===== config.mk =====
export PLATFORM = sky130hd
export DESIGN_NAME = loader_write_bridge
export DESIGN_NICKNAME = d
export VERILOG_FILES = /design/src/rtl/loader_write_bridge_pkg.sv /design/src/rtl/sync_fifo.sv /design/src/rtl/loader_write_bridge.sv
export SDC_FILE = /design/constraint.sdc
export NUM_CORES = 1
export LEC_CHECK = 0
export ABC_AREA = 1
export BUFFER_PORTS_ARGS = -buffer_cell sky130_fd_sc_hd__buf_2
export CORE_MARGIN = 2
export CORE_UTILIZATION = 40
export DETAILED_ROUTE_END_ITERATION = 8
export PLACE_DENSITY = 0.58
export SLEW_MARGIN = 25
export SYNTH_ARGS = -nofsm -noshare
export SYNTH_HDL_FRONTEND = slang
export SYNTH_SLANG_ARGS = --single-unit
export TNS_END_PERCENT = 1

===== constraint.sdc =====
create_clock -name clk -period 3.8 [get_ports clk]
set_input_delay 0.76 -clock clk [delete_from_list [all_inputs] [get_ports clk]]
set_output_delay 0.76 -clock clk [all_outputs]
set_load 0.01 [all_outputs]

===== src/rtl/loader_write_bridge_pkg.sv =====
// Shared definitions for the loader write bridge.
//   - NES clock-enable phase constants (write slot phase, clkref phase)
//   - loader write record {addr, data}
//   - output FSM state encoding
package loader_write_bridge_pkg;

   localparam int unsigned LDR_ADDR_W = 22;
   localparam int unsigned LDR_DATA_W = 8;

   // nes_ce value on which the SDRAM CPU-port write slot is taken
   localparam logic [1:0] NES_SLOT_PHASE   = 2'd3;
   // nes_ce value on which the NES core sees clkref
   localparam logic [1:0] NES_CLKREF_PHASE = 2'd0;

   typedef struct packed {
      logic [LDR_ADDR_W-1:0] addr;
      logic [LDR_DATA_W-1:0] data;
   } ldr_wr_t;

   typedef enum logic {
      ST_IDLE  = 1'b0,
      ST_WRITE = 1'b1
   } wr_state_e;

endpackage


===== src/rtl/sync_fifo.sv =====
// Synchronous FIFO with extra-MSB pointers and a synchronous flush.
// Ports:
//   clk, reset_n      : clock, async active-low reset
//   flush             : clears both pointers (priority over push/pop)
//   push, wdata       : write request and payload
//   pop               : read request (head advances)
//   rdata             : current head entry (valid when !empty)
//   full, empty       : occupancy flags
// A push while full is accepted only when a pop happens in the same cycle.
module sync_fifo #(
   parameter int unsigned WIDTH = 30,
   parameter int unsigned DEPTH = 8
) (
   input  logic             clk,
   input  logic             reset_n,
   input  logic             flush,
   input  logic             push,
   input  logic [WIDTH-1:0] wdata,
   input  logic             pop,
   output logic [WIDTH-1:0] rdata,
   output logic             full,
   output logic             empty
);

   localparam int unsigned IDX_W = $clog2(DEPTH);
   localparam int unsigned PTR_W = IDX_W + 1;

   logic [WIDTH-1:0] mem_q [DEPTH];
   logic [PTR_W-1:0] wr_ptr_q, wr_ptr_d;
   logic [PTR_W-1:0] rd_ptr_q, rd_ptr_d;
   logic             do_push;
   logic             do_pop;

   // Occupancy flags from the pointer pair
   assign empty = (wr_ptr_q == rd_ptr_q);
   assign full  = (wr_ptr_q[PTR_W-1] != rd_ptr_q[PTR_W-1]) &&
                  (wr_ptr_q[IDX_W-1:0] == rd_ptr_q[IDX_W-1:0]);
   assign rdata = mem_q[rd_ptr_q[IDX_W-1:0]];

   // Pointer update; a pop frees the head slot so a full-FIFO push can land
   always_comb begin
      wr_ptr_d = wr_ptr_q;
      rd_ptr_d = rd_ptr_q;
      do_pop   = pop & ~empty & ~flush;
      do_push  = push & ~flush & (~full | do_pop);
      if (flush) begin
         wr_ptr_d = '0;
         rd_ptr_d = '0;
      end else begin
         if (do_push) wr_ptr_d = wr_ptr_q + PTR_W'(1);
         if (do_pop)  rd_ptr_d = rd_ptr_q + PTR_W'(1);
      end
   end

   always_ff @(posedge clk or negedge reset_n) begin
      if (!reset_n) begin
         wr_ptr_q <= '0;
         rd_ptr_q <= '0;
      end else begin
         wr_ptr_q <= wr_ptr_d;
         rd_ptr_q <= rd_ptr_d;
      end
   end

   // Storage needs no reset; the pointers define what is valid
   always_ff @(posedge clk) begin
      if (do_push) mem_q[wr_ptr_q[IDX_W-1:0]] <= wdata;
   end

endmodule


===== src/rtl/loader_write_bridge.sv =====
// Buffers game_loader byte writes and replays them into the SDRAM CPU port,
// one write per nes_ce period, taken on the slot phase.
// Ports:
//   clk, reset_n                : clock, async active-low reset
//   in_write, in_addr, in_data  : loader write strobe and payload
//   flush                       : synchronous clear of FIFO, write and overflow
//   nes_ce                      : free-running NES phase counter
//   mem_we, mem_addr, mem_data  : SDRAM port-A write (held for a full period)
//   busy                        : FIFO non-empty or write in progress
//   overflow                    : sticky dropped-byte flag
//   write_count                 : completed writes, wraps
module loader_write_bridge
   import loader_write_bridge_pkg::*;
#(
   parameter int unsigned ADDR_W     = 22,
   parameter int unsigned DATA_W     = 8,
   parameter int unsigned FIFO_DEPTH = 8,
   parameter logic [1:0]  SLOT_PHASE = NES_SLOT_PHASE
) (
   input  logic              clk,
   input  logic              reset_n,
   input  logic              in_write,
   input  logic [ADDR_W-1:0] in_addr,
   input  logic [DATA_W-1:0] in_data,
   input  logic              flush,
   input  logic [1:0]        nes_ce,
   output logic              mem_we,
   output logic [ADDR_W-1:0] mem_addr,
   output logic [DATA_W-1:0] mem_data,
   output logic              busy,
   output logic              overflow,
   output logic [ADDR_W-1:0] write_count
);

   localparam int unsigned ENT_W = ADDR_W + DATA_W;

   wr_state_e         state_q, state_d;
   logic              mem_we_q, mem_we_d;
   logic [ADDR_W-1:0] mem_addr_q, mem_addr_d;
   logic [DATA_W-1:0] mem_data_q, mem_data_d;
   logic              overflow_q, overflow_d;
   logic [ADDR_W-1:0] write_count_q, write_count_d;

   logic              slot_c;
   logic              pop_c;
   logic              fifo_full;
   logic              fifo_empty;
   logic [ENT_W-1:0]  fifo_head;

   sync_fifo #(
      .WIDTH (ENT_W),
      .DEPTH (FIFO_DEPTH)
   ) u_fifo (
      .clk     (clk),
      .reset_n (reset_n),
      .flush   (flush),
      .push    (in_write),
      .wdata   ({in_addr, in_data}),
      .pop     (pop_c),
      .rdata   (fifo_head),
      .full    (fifo_full),
      .empty   (fifo_empty)
   );

   assign slot_c = (nes_ce == SLOT_PHASE);

   // Output FSM, completion counter and overflow tracking
   always_comb begin
      state_d       = state_q;
      mem_we_d      = mem_we_q;
      mem_addr_d    = mem_addr_q;
      mem_data_d    = mem_data_q;
      overflow_d    = overflow_q;
      write_count_d = write_count_q;
      pop_c         = 1'b0;

      if (flush) begin
         state_d    = ST_IDLE;
         mem_we_d   = 1'b0;
         overflow_d = 1'b0;
      end else begin
         if (slot_c) begin
            // Every slot edge seen in WRITE ends one full-period write
            if (state_q == ST_WRITE) write_count_d = write_count_q + ADDR_W'(1);
            if (!fifo_empty) begin
               pop_c      = 1'b1;
               mem_addr_d = fifo_head[ENT_W-1:DATA_W];
               mem_data_d = fifo_head[DATA_W-1:0];
               state_d    = ST_WRITE;
               mem_we_d   = 1'b1;
            end else begin
               state_d    = ST_IDLE;
               mem_we_d   = 1'b0;
            end
         end
         // Dropped only when full and no pop frees the head slot this edge
         if (in_write && fifo_full && !pop_c) overflow_d = 1'b1;
      end
   end

   always_ff @(posedge clk or negedge reset_n) begin
      if (!reset_n) begin
         state_q       <= ST_IDLE;
         mem_we_q      <= 1'b0;
         mem_addr_q    <= '0;
         mem_data_q    <= '0;
         overflow_q    <= 1'b0;
         write_count_q <= '0;
      end else begin
         state_q       <= state_d;
         mem_we_q      <= mem_we_d;
         mem_addr_q    <= mem_addr_d;
         mem_data_q    <= mem_data_d;
         overflow_q    <= overflow_d;
         write_count_q <= write_count_d;
      end
   end

   assign mem_we      = mem_we_q;
   assign mem_addr    = mem_addr_q;
   assign mem_data    = mem_data_q;
   assign overflow    = overflow_q;
   assign write_count = write_count_q;
   assign busy        = ~fifo_empty | mem_we_q;

endmodule

==> results.py, run 1 <==
metrics = {
    "detailed_routing": {
        "dr.pass1.iters": 5,
        "wl_um": 27730,
        "via_per_inst": 4.970,
        "vias": 8300,
        "drc": 0,
        "drt.antenna.violating_nets": 0,
        "drtIter0Drc": 621,
        "routedWlPerCell_um": 16.61,
    },
    "yosys": {
        "syn_inst": 1158,
        "synthesis.area_um2": 12480,
        "yosys_warnings": 0,
        "yosysSeqAreaShare": 0.7017,
        "synth_cell_types": 28,
        "avgSynthCellArea_um2": 10.78,
        "synth_nets": 1197,
        "ys_seq_elements": 302,
    },
    "critical_path": {
        "crit_chain": "inv_2 > nand2_1 > nand2_1 > nor2_2 > nand2_2 > or2_2 > buf_2",
        "cp_top_family": "flip-flops",
        "worst-path-buf-inv": 2,
        "cp.required_ns": 3.04,
        "cp-endpoint": "busy",
        "worstSetupStartpoint": "u_fifo.rd_ptr_q[0]$_DFFE_PN0P_",
        "r2r_start": "u_fifo.rd_ptr_q[0]$_DFFE_PN0P_",
        "critPathLaunchType": "flop",
        "ff2ff_path_depth": 7,
        "crit_top_cell": "nand2_1",
        "crit_type": "reg -> out",
        "worstPathMaxFanout": 64,
        "r2r-end": "u_fifo.mem_q[4][7]$_DFFE_PP_",
        "cp_slowest_cell": "dfrtp_4",
        "r2r_slack_ns": 1.05,
        "worstPathArrival_ns": 2.25,
        "path_depth": 7,
        "cp_slowest_stage_delay_ns": 0.84,
        "worstSetupEndpointType": "output pin",
    },
    "finish": {
        "area_growth_pct": 15.39,
        "fill_cells": 2823,
        "n_antenna_cell": 0,
        "fin_nets": 1288,
        "layout_commonest_cell": "nand2_1",
        "final_layout_size_suffix_gt1_frac": 0.1342,
        "final_util": 0.4696,
        "final_cell_mix": "nand2_1, edfxtp_1, nor2_1",
    },
    "pwr": {
        "seqPwrFrac": 0.506,
        "total_power_mw": 7.653,
        "combPwrFrac": 0.094,
        "power.switching_mw": 1.857,
        "power_frac_clock": 0.400,
        "leakagePower_nw": 5.767,
        "peakVddDrop_uv": 295.3,
        "p_sw_frac": 0.2426,
        "p_int_mw": 5.796,
        "p_per_area_nw_per_um2": 531.3,
    },
    "placement": {
        "hpwlAfterDp_um": 15650,
        "place_ws_ns": 0.9269,
        "io_buffers": 90,
        "gp_congestion": 0.8198,
    },
    "clock_network": {
        "cts.hold.buffers_added": 0,
        "cts_max_level": 2,
        "numCtsBuffers": 35,
        "post-cts-setup-buffer-count": 0,
        "cts-root-buf": "clkbuf_16",
        "path_clk_slew_ns": 0.06,
        "insertion_delay_ns": 0.51,
        "cts_buffer_depth": 3,
        "cts_tree": "built",
        "cts_sinks": 302,
        "cts.repair.resized": 0,
    },
    "sta": {
        "fin_crit_ns": 3.015,
        "rsz0062_at_grt": "no",
        "finalSetupViolCount": 0,
        "finalCritPeriodShare": 0.7934,
        "tns_ns": 0,
        "fin_ws_ns": 0.7852,
        "slew_headroom": 0.3457,
        "report.final.slew_viol_count": 0,
        "max_freq_mhz": 331.7,
        "finClkSkew_ns": 0.01964,
        "hold_viol": 0,
        "tightest_slew_ns": 0.9814,
    },
    "global_routing": {
        "grt_overflow": 0,
        "grt_use_total": 0.1703,
        "antenna_found_initial": 0,
        "grt_pass1_wl_um": 44640,
        "grt_max_degree": 94,
        "grt_pass1_vias": 8126,
    },
    "min_path": {
        "hold_class": "in -> async",
    },
    "run_status": {
        "run_status": "finished clean",
    },
    "die": {
        "rows": 64,
        "die_h_um": 180.7,
        "initial_core_util": 0.4070,
        "coreArea_um2": 30670,
        "dieArea_um2": 32630,
        "num_io_pins": 91,
        "die_w_um": 180.7,
    },
    "job": {
        "drv_cap": 0,
    },
}
synth_stat cells:
| cell type | n | area, µm² |
|---|---|---|
| a21oi_1 | 32 | 160.2 |
| buf_4 | 4 | 30.03 |
| nand2_2 | 2 | 12.51 |
| nor2_4 | 2 | 22.52 |
| o21ai_1 | 15 | 75.07 |
| xnor2_1 | 8 | 70.07 |
| ha_1 | 3 | 37.54 |
| nor3_1 | 5 | 25.02 |
| nor2_1 | 185 | 694.4 |
| inv_1 | 51 | 191.4 |
| nand3b_1 | 5 | 37.54 |
| nand3_2 | 1 | 10.01 |
| buf_2 | 21 | 105.1 |
| buf_1 | 3 | 11.26 |
| nand4_2 | 1 | 12.51 |
| nand2_1 | 316 | 1186 |
| inv_2 | 6 | 22.52 |
| nand4_1 | 5 | 31.28 |
| dfrtp_1 | 62 | 1551 |
| xor2_1 | 8 | 70.07 |
| clkbuf_1 | 21 | 78.83 |
| or2_2 | 1 | 6.260 |
| buf_6 | 4 | 45.04 |
| nand3_1 | 18 | 90.09 |
| o21ai_0 | 137 | 685.7 |
| and2_1 | 1 | 6.260 |
| edfxtp_1 | 240 | 7207 |
| nor2_2 | 1 | 6.260 |
metrics by stage:
stage | area, µm² | std cells | hold slack, ns
after global routing | 14400 | 1670 | 0.4604
after CTS | 14400 | 1670 | 0.4127
after global placement | 13350 | 1608 | 0.4590
final | 14400 | 1670 | 0.3765
after floorplan | 12480 | 1158 | 0.4644
after detailed placement | 13350 | 1608 | 0.4595
registers in the layout, summed over array words and instances, names as in the netlist:
| name | count |
|---|---|
| overflow | 1 |
| mem_we | 1 |
| u_fifo.wr_ptr_q | 4 |
| u_fifo.rd_ptr_q | 4 |
| mem_addr | 22 |
| mem_data | 8 |
| write_count | 22 |
| u_fifo.mem_q | 240 |
cell type report:
cell class	count	area, µm²	share of cell area
flip-flops and latches	302	8762	0.6084
multi-input cells	746	3284	0.2280
clock buffers	45	913.4	0.06342
repair buffers	107	593.1	0.04118
well taps	396	495.5	0.03440
inverters	57	214.0	0.01486
clock inverters	17	140.1	0.009730
kinds of logic after synthesis:
logic type | count (synthesis) | share of synthesized area
and+or+nand+nor | 543 | 0.1715
DFF | 302 | 0.7017
AOI/OAI and AO/OA | 184 | 0.07378
buffers and inverters | 110 | 0.03879
xor gates and xnor gates | 16 | 0.01123
adders and majority gates | 3 | 0.003008
layer usage:
| layer | GRT usage | part of all wire | wire length, µm |
|---|---|---|---|
| met5 | 0 | 0 | 0 |
| met1 | 0.2395 | 0.48 | 13280 |
| met2 | 0.2744 | 0.45 | 12580 |
| met3 | 0.02870 | 0.047 | 1302 |
| met4 | 0.04548 | 0.021 | 570 |
how the worst min path moves through the flow:
stage / end / cells past startpoint
detailed placement: mem_addr[12]$_DFFE_PN0P_ / 2
CTS: mem_addr[1]$_DFFE_PN0P_ / 1
finish: mem_addr[1]$_DFFE_PN0P_ / 1
global route: mem_addr[1]$_DFFE_PN0P_ / 1
floorplan: mem_addr[0]$_DFFE_PN0P_ / 0
global placement: mem_addr[15]$_DFFE_PN0P_ / 2
power by group through the flow:
stage | Combinational (mW) | Sequential [mW] | Clock, mW
after floorplan | 0.351 | 3.99 | 0
after global placement | 0.720 | 3.93 | 0
after detailed placement | 0.729 | 3.94 | 0
after CTS | 0.733 | 3.87 | 3.14
after global routing | 0.819 | 3.90 | 3.26
final | 0.718 | 3.87 | 3.06
Power figures use the tool's default switching activity.
==> run 2, diff against run 1 <==
--- a/config.mk
+++ b/config.mk
@@ -5,12 +5,12 @@
 export SDC_FILE = /design/constraint.sdc
 export NUM_CORES = 1
 export LEC_CHECK = 0
-export ABC_AREA = 1
+export ABC_AREA = 0
 export BUFFER_PORTS_ARGS = -buffer_cell sky130_fd_sc_hd__buf_2
 export CORE_MARGIN = 2
 export CORE_UTILIZATION = 40
 export DETAILED_ROUTE_END_ITERATION = 8
-export PLACE_DENSITY = 0.58
+export PLACE_DENSITY = 0.56
 export SLEW_MARGIN = 25
 export SYNTH_ARGS = -nofsm -noshare
 export SYNTH_HDL_FRONTEND = slang
==> constraint.sdc (replaced) <==
create_clock -name clk -period 3 [get_ports clk]
set_input_delay 0.6 -clock clk [delete_from_list [all_inputs] [get_ports clk]]
set_output_delay 0.6 -clock clk [all_outputs]
set_load 0.01 [all_outputs]
==> run 2 against run 1 <==
- global-route usage decreased by 1.5 points
- die area decreased by 5.3%
- combinational power increased by 57%
- via count decreased by 29%
- synthesized cell count decreased by 47%
- utilization increased by 1.2 points
- critical endpoint unchanged
- largest power group unchanged
==> results.py, run 2 <==
metrics = {
    "yosys": {
        "yosysSeqAreaShare": 0.7418,
        "synth_cell_types": 47,
        "avgSynthCellArea_um2": 19.23,
        "synth_flop_cell": "edfxtp_1",
        "async_flop_share": 0.2053,
        "synth_nets": 653,
        "synth_top_area_share": 0.6104,
        "ys_seq_elements": 302,
        "synth-edff-count": 240,
        "syn_inst": 614,
        "synth_area_leaders": "edfxtp_1, dfrtp_1, mux4_2",
        "synth_top_cell_by_area": "edfxtp_1",
        "yosys_warnings": 0,
        "synthesis.area_um2": 11810,
        "ys_top_cells_by_count": "edfxtp_1, dfrtp_1, mux4_2",
        "synth_most_common_cell": "edfxtp_1",
    },
    "critical_path": {
        "worstPathMaxFanout": 10,
        "worst-path-buf-inv": 1,
        "cp.required_ns": 2.40,
        "cp_top_family": "simple AND/OR/NAND/NOR gates",
        "cp_slowest_cell": "dfrtp_1",
        "critPathLaunchType": "flop",
        "cp_slowest_stage_delay_ns": 0.54,
        "worstSetupStartpoint": "u_fifo.wr_ptr_q[1]$_DFFE_PN0P_",
        "crit_chain": "xnor2_2 > nand3_2 > or3_1 > buf_2",
        "r2r_start": "u_fifo.wr_ptr_q[1]$_DFFE_PN0P_",
        "worstSetupEndpointType": "output pin",
        "worstPathArrival_ns": 2.16,
        "crit_type": "reg -> out",
    },
    "global_routing": {
        "grt_pass1_vias": 6361,
        "grt_pass1_wl_um": 36690,
        "grt_overflow": 0,
        "grt_use_total": 0.1555,
        "grt_max_degree": 66,
        "antenna_found_initial": 1,
    },
    "detailed_routing": {
        "wl_met3_um": 1276,
        "drtIter0Drc": 289,
        "dr.pass1.iters": 4,
        "routedWlPerCell_um": 20.25,
        "via_per_inst": 5.199,
        "vias": 5922,
        "drc": 0,
        "drt.antenna.violating_nets": 0,
        "dr_wl_met2_um": 11390,
        "top_layer": "met5",
        "met1Wirelength_um": 10030,
        "wl_um": 23070,
    },
    "finish": {
        "fin_nets": 769,
        "largest_reg_flops": 240,
        "final_layout_size_suffix_gt1_frac": 0.3205,
        "final_cell_mix": "edfxtp_1, buf_2, mux4_2",
        "final_cell_area_um2": 13910,
        "n_antenna_cell": 0,
        "area_growth_pct": 17.82,
        "layout_commonest_cell": "edfxtp_1",
    },
    "die": {
        "coreArea_um2": 28860,
        "die_h_um": 175.8,
        "num_io_pins": 91,
        "dieArea_um2": 30910,
        "rows": 62,
        "initial_core_util": 0.4091,
        "die_w_um": 175.8,
    },
    "clock_network": {
        "cts.repair.resized": 0,
        "cts-root-buf": "clkbuf_16",
        "numCtsBuffers": 34,
        "cts_buffer_depth": 3,
        "cts.hold.buffers_added": 0,
        "path_clk_slew_ns": 0.06,
        "cts_tree": "built",
        "insertion_delay_ns": 0.51,
        "cts_sinks": 302,
        "post-cts-setup-buffer-count": 0,
        "cts_max_level": 2,
    },
    "pwr": {
        "leakagePower_nw": 4.790,
        "p_per_area_nw_per_um2": 722.5,
        "total_power_mw": 10.05,
        "peakVddDrop_uv": 442.1,
    },
    "job": {
        "drv_cap": 0,
    },
    "sta": {
        "finClkSkew_ns": 0.01749,
        "tns_ns": 0,
        "rsz0062_at_grt": "no",
        "tightest_slew_ns": 0.9459,
        "finalSetupViolCount": 0,
        "max_freq_mhz": 362.5,
        "finalCritPeriodShare": 0.9196,
        "hold_viol": 0,
        "report.final.slew_viol_count": 0,
        "slew_headroom": 0.3694,
        "fin_crit_ns": 2.759,
    },
    "placement": {
        "io_buffers": 90,
        "placed_area_um2": 12850,
        "gp_congestion": 0.8038,
        "hpwlAfterDp_um": 13610,
    },
    "min_path": {
        "hold_class": "in -> async",
    },
    "run_status": {
        "run_status": "finished clean",
    },
}
[run 2: changes by cell type after synthesis, sizes merged, moves of 7 or more]
cell / change
nand3: -9
mux4: +60
xnor2: +14
mux2i: +31
nand2: -298
nor4: +7
inv: -52
nor2: -147
o21ai: -150
buf: -14
clkbuf: -8
[run 2: final timing paths]
kind,end,slack (ns),cells after the start
max in group asynchronous,u_fifo.rd_ptr_q[1]$_DFFE_PN0P_,2.13,1
hold reg to reg,write_count[21]$_DFFE_PN0P_,0.47,1
min in group clk,u_fifo.mem_q[2][7]$_DFFE_PP_,0.36,1
setup reg to reg,u_fifo.mem_q[5][3]$_DFFE_PP_,0.48,5
hold / removal,mem_addr[20]$_DFFE_PN0P_,0.21,1
setup / recovery,busy,0.24,4
[run 2: worst register-to-register path, stage by stage (launching register included)]
cell and delay, ns:
dfrtp_1 0.54, xnor2_2 0.37, nand3_2 0.25, o21ai_2 0.66, nor3_2 0.11, buf_4 0.30
[run 2: cell type report]
cell class                      count  area, µm²
Clock buffer                       46      947.2
Clock inverter                     15      112.6
Fill cell                        2413      14950
Inverter                            5      18.77
Multi-Input combinational cell    276       2964
Sequential cell                   302       8765
Tap cell                          384      480.5
Timing Repair Buffer              111      623.1
[run 2: per-stage QoR]
| stage | std cells | hold WS, ns | setup WS (ns) | util |
|---|---|---|---|---|
| floorplan | 614 | 0.3044 | -0.6143 | - |
| global placement | 1078 | 0.4661 | 0.5726 | 0.4453 |
| detailed placement | 1078 | 0.4670 | 0.4697 | 0.4453 |
| CTS | 1139 | 0.2398 | 0.2262 | 0.4821 |
| global route | 1139 | 0.2777 | 0.1109 | 0.4821 |
| finish | 1139 | 0.2117 | 0.2411 | 0.4821 |
[run 2: per-layer routing]
metal | vias up | track usage
met1 | 3068 | 0.2137
li1 | 2672 | -
met2 | 151 | 0.2579
met4 | 2 | 0.04098
met5 | - | 0
met3 | 29 | 0.02749
[run 2: logic make-up (layout without fill, tap and decap cells)]
group	Yosys count	count (layout)	synth area share
flip-flops	302	302	0.7418
AND/OR/NAND/NOR	108	108	0.04875
multiplexers	93	93	0.1426
AO/OA/AOI/OAI	45	45	0.02406
buffers and inverters	36	177	0.01568
XOR/XNOR	27	27	0.02384
adder cells (fa/ha/maj)	3	3	0.003180
[run 2: power by group]
group	total (mW)	switching [mW]	internal (mW)
clock	3.89	1.58	2.31
sequential	5.03	0.181	4.85
combinational	1.13	0.654	0.475
total	10.1	2.42	7.63
==> run 3, diff against run 2 <==
--- a/config.mk
+++ b/config.mk
@@ -10,7 +10,7 @@
 export CORE_MARGIN = 2
 export CORE_UTILIZATION = 40
 export DETAILED_ROUTE_END_ITERATION = 8
-export PLACE_DENSITY = 0.56
+export PLACE_DENSITY = 0.64
 export SLEW_MARGIN = 25
 export SYNTH_ARGS = -nofsm -noshare
 export SYNTH_HDL_FRONTEND = slang
==> constraint.sdc (replaced) <==
create_clock -name clk -period 3.55 [get_ports clk]
set_input_delay 0.71 -clock clk [delete_from_list [all_inputs] [get_ports clk]]
set_output_delay 0.71 -clock clk [all_outputs]
set_load 0.01 [all_outputs]
==> run 3 against run 2 <==
- sequential share of layout area grew 0.46 points
- critical path depth is the same
- worst setup slack gained 0.37 ns
- combinational power shrank 17%
- utilization decreased by 0.35 points
- sequential power shrank 16%
- die area is the same
- power decreased by 16%
- clock-buffer cell count fell by 8
- non-clock buffer count shrank 5
- critical path type unchanged
- largest cell class unchanged
==> results.py, run 3 (synthesis gave the netlist of run 2 again) <==
metrics = {
    "run_status": {
        "run_status": "finished clean",
    },
    "sta": {
        "finalCritPeriodShare": 0.8266,
        "max_freq_mhz": 340.8,
        "tightest_slew_ns": 0.9262,
        "slew_headroom": 0.3825,
        "finClkSkew_ns": 0.02102,
        "rsz0062_at_grt": "no",
        "report.final.slew_viol_count": 0,
        "fin_crit_ns": 2.934,
        "finalSetupViolCount": 0,
        "hold_viol": 0,
        "fin_ws_ns": 0.6155,
    },
    "pwr": {
        "power.switching_mw": 1.983,
        "power_frac_clock": 0.383,
        "peakVddDrop_uv": 326.3,
        "combPwrFrac": 0.112,
        "p_int_mw": 6.428,
        "p_sw_frac": 0.2358,
        "leakagePower_nw": 4.743,
        "seqPwrFrac": 0.505,
        "p_per_area_nw_per_um2": 609.0,
    },
    "critical_path": {
        "r2r_start": "u_fifo.rd_ptr_q[1]$_DFFE_PN0P_",
        "cp.required_ns": 2.84,
        "critPathLaunchType": "flop",
        "worstSetupEndpointType": "output pin",
        "crit_type": "reg -> out",
        "worstPathArrival_ns": 2.22,
        "worstPathMaxFanout": 10,
        "worstSetupStartpoint": "u_fifo.wr_ptr_q[1]$_DFFE_PN0P_",
    },
    "finish": {
        "largest_reg_flops": 240,
        "layout_commonest_cell": "edfxtp_1",
        "fin_nets": 761,
        "final_cell_mix": "edfxtp_1, buf_2, mux4_2",
        "final_layout_size_suffix_gt1_frac": 0.3213,
        "final_cell_area_um2": 13810,
        "area_growth_pct": 16.97,
        "fin_cells": 1134,
    },
    "global_routing": {
        "grt_use_total": 0.1504,
        "grt_pass1_wl_um": 35600,
        "grt_max_degree": 64,
        "antenna_found_initial": 4,
        "grt_overflow": 0,
        "grt_pass1_vias": 6278,
    },
    "placement": {
        "hpwlAfterDp_um": 13240,
        "placed_area_um2": 12770,
        "place_ws_ns": 0.7298,
        "gp_congestion": 0.7780,
        "io_buffers": 90,
        "dp_cells": 1073,
    },
    "die": {
        "dieArea_um2": 30910,
        "initial_core_util": 0.4091,
        "coreArea_um2": 28860,
        "num_io_pins": 91,
        "die_h_um": 175.8,
        "rows": 62,
        "die_w_um": 175.8,
    },
    "clock_network": {
        "cts_tree": "built",
        "cts-root-buf": "clkbuf_16",
        "numCtsBuffers": 31,
        "path_clk_slew_ns": 0.06,
        "post-cts-setup-buffer-count": 0,
        "insertion_delay_ns": 0.56,
        "cts_max_level": 1,
        "cts.repair.resized": 0,
        "cts.hold.buffers_added": 0,
        "cts_buffer_depth": 3,
        "cts_sinks": 302,
    },
    "detailed_routing": {
        "drt.antenna.violating_nets": 0,
        "wl_um": 22900,
        "vias": 5876,
        "dr.pass1.iters": 4,
        "drc": 0,
        "routedWlPerCell_um": 20.19,
        "via_per_inst": 5.182,
        "drtIter0Drc": 469,
    },
    "min_path": {
        "hold_class": "in -> async",
    },
    "job": {
        "drv_cap": 0,
    },
}
## run 3: cell types whose count changed in the layout (fill, tap and decap cells not counted), sizes merged
cell and change:
clkbuf -8, buf -5, bufinv +3, diode +3
clkinvlp +2, clkinv +1, inv -1
## run 3: path summary, 6_finish.rpt
| path | slack (ns) | cells after the start | end |
|---|---|---|---|
| hold reg to reg | 0.49 | 1 | write_count[21]$_DFFE_PN0P_ |
| setup / recovery | 0.62 | 4 | busy |
| setup reg to reg | 0.78 | 5 | mem_data[7]$_DFFE_PN0P_ |
| min in group clk | 0.42 | 1 | u_fifo.mem_q[3][13]$_DFFE_PP_ |
| max in group asynchronous | 2.58 | 1 | u_fifo.rd_ptr_q[1]$_DFFE_PN0P_ |
| hold / removal | 0.30 | 1 | write_count[5]$_DFFE_PN0P_ |
## run 3: power by group through the flow
stage	clock, mW	sequential (mW)	combinational, mW
after floorplan	0	4.37	0.487
after global placement	0	4.30	0.944
after detailed placement	0	4.32	0.958
after CTS	3.30	4.25	0.963
after global routing	3.43	4.28	1.04
final	3.22	4.24	0.941
## run 3: per-layer routing
metal / GRT usage / wire length (µm) / share of wire / vias to the layer above
li1: - / - / - / 2662
met1: 0.1977 / 9597 / 0.42 / 3025
met2: 0.2589 / 11430 / 0.50 / 153
met3: 0.02987 / 1469 / 0.064 / 32
met4: 0.03616 / 383 / 0.017 / 4
met5: 0 / 19 / 0.00083 / -
## run 3: worst max-delay path, cell delays in order (launching register included)
cell	delay, ns
dfrtp_1	0.53
xnor2_2	0.36
nand3_2	0.25
or3_1	0.39
buf_2	0.15
## run 3: per-stage QoR
stage / hold slack [ns] / total power [mW] / utilization / setup TNS (ns)
2_1_floorplan: 0.4144 / 4.858 / - / -129.01
3_3_place_gp: 0.4658 / 5.247 / 0.4424 / 0
3_5_place_dp: 0.4861 / 5.276 / 0.4424 / 0
4_1_cts: 0.3190 / 8.510 / 0.4783 / 0
5_1_grt: 0.3607 / 8.755 / 0.4783 / 0
6_report: 0.3019 / 8.411 / 0.4785 / 0
## run 3: layout make-up
| cell class | count | area (µm²) |
|---|---|---|
| Fill cell | 2438 | 15050 |
| Sequential cell | 302 | 8765 |
| Multi-Input combinational cell | 276 | 2929 |
| Clock buffer | 38 | 822.0 |
| Timing Repair Buffer | 106 | 573.1 |
| Tap cell | 384 | 480.5 |
| Clock inverter | 20 | 214.0 |
| Inverter | 5 | 18.77 |
| Antenna cell | 3 | 7.507 |
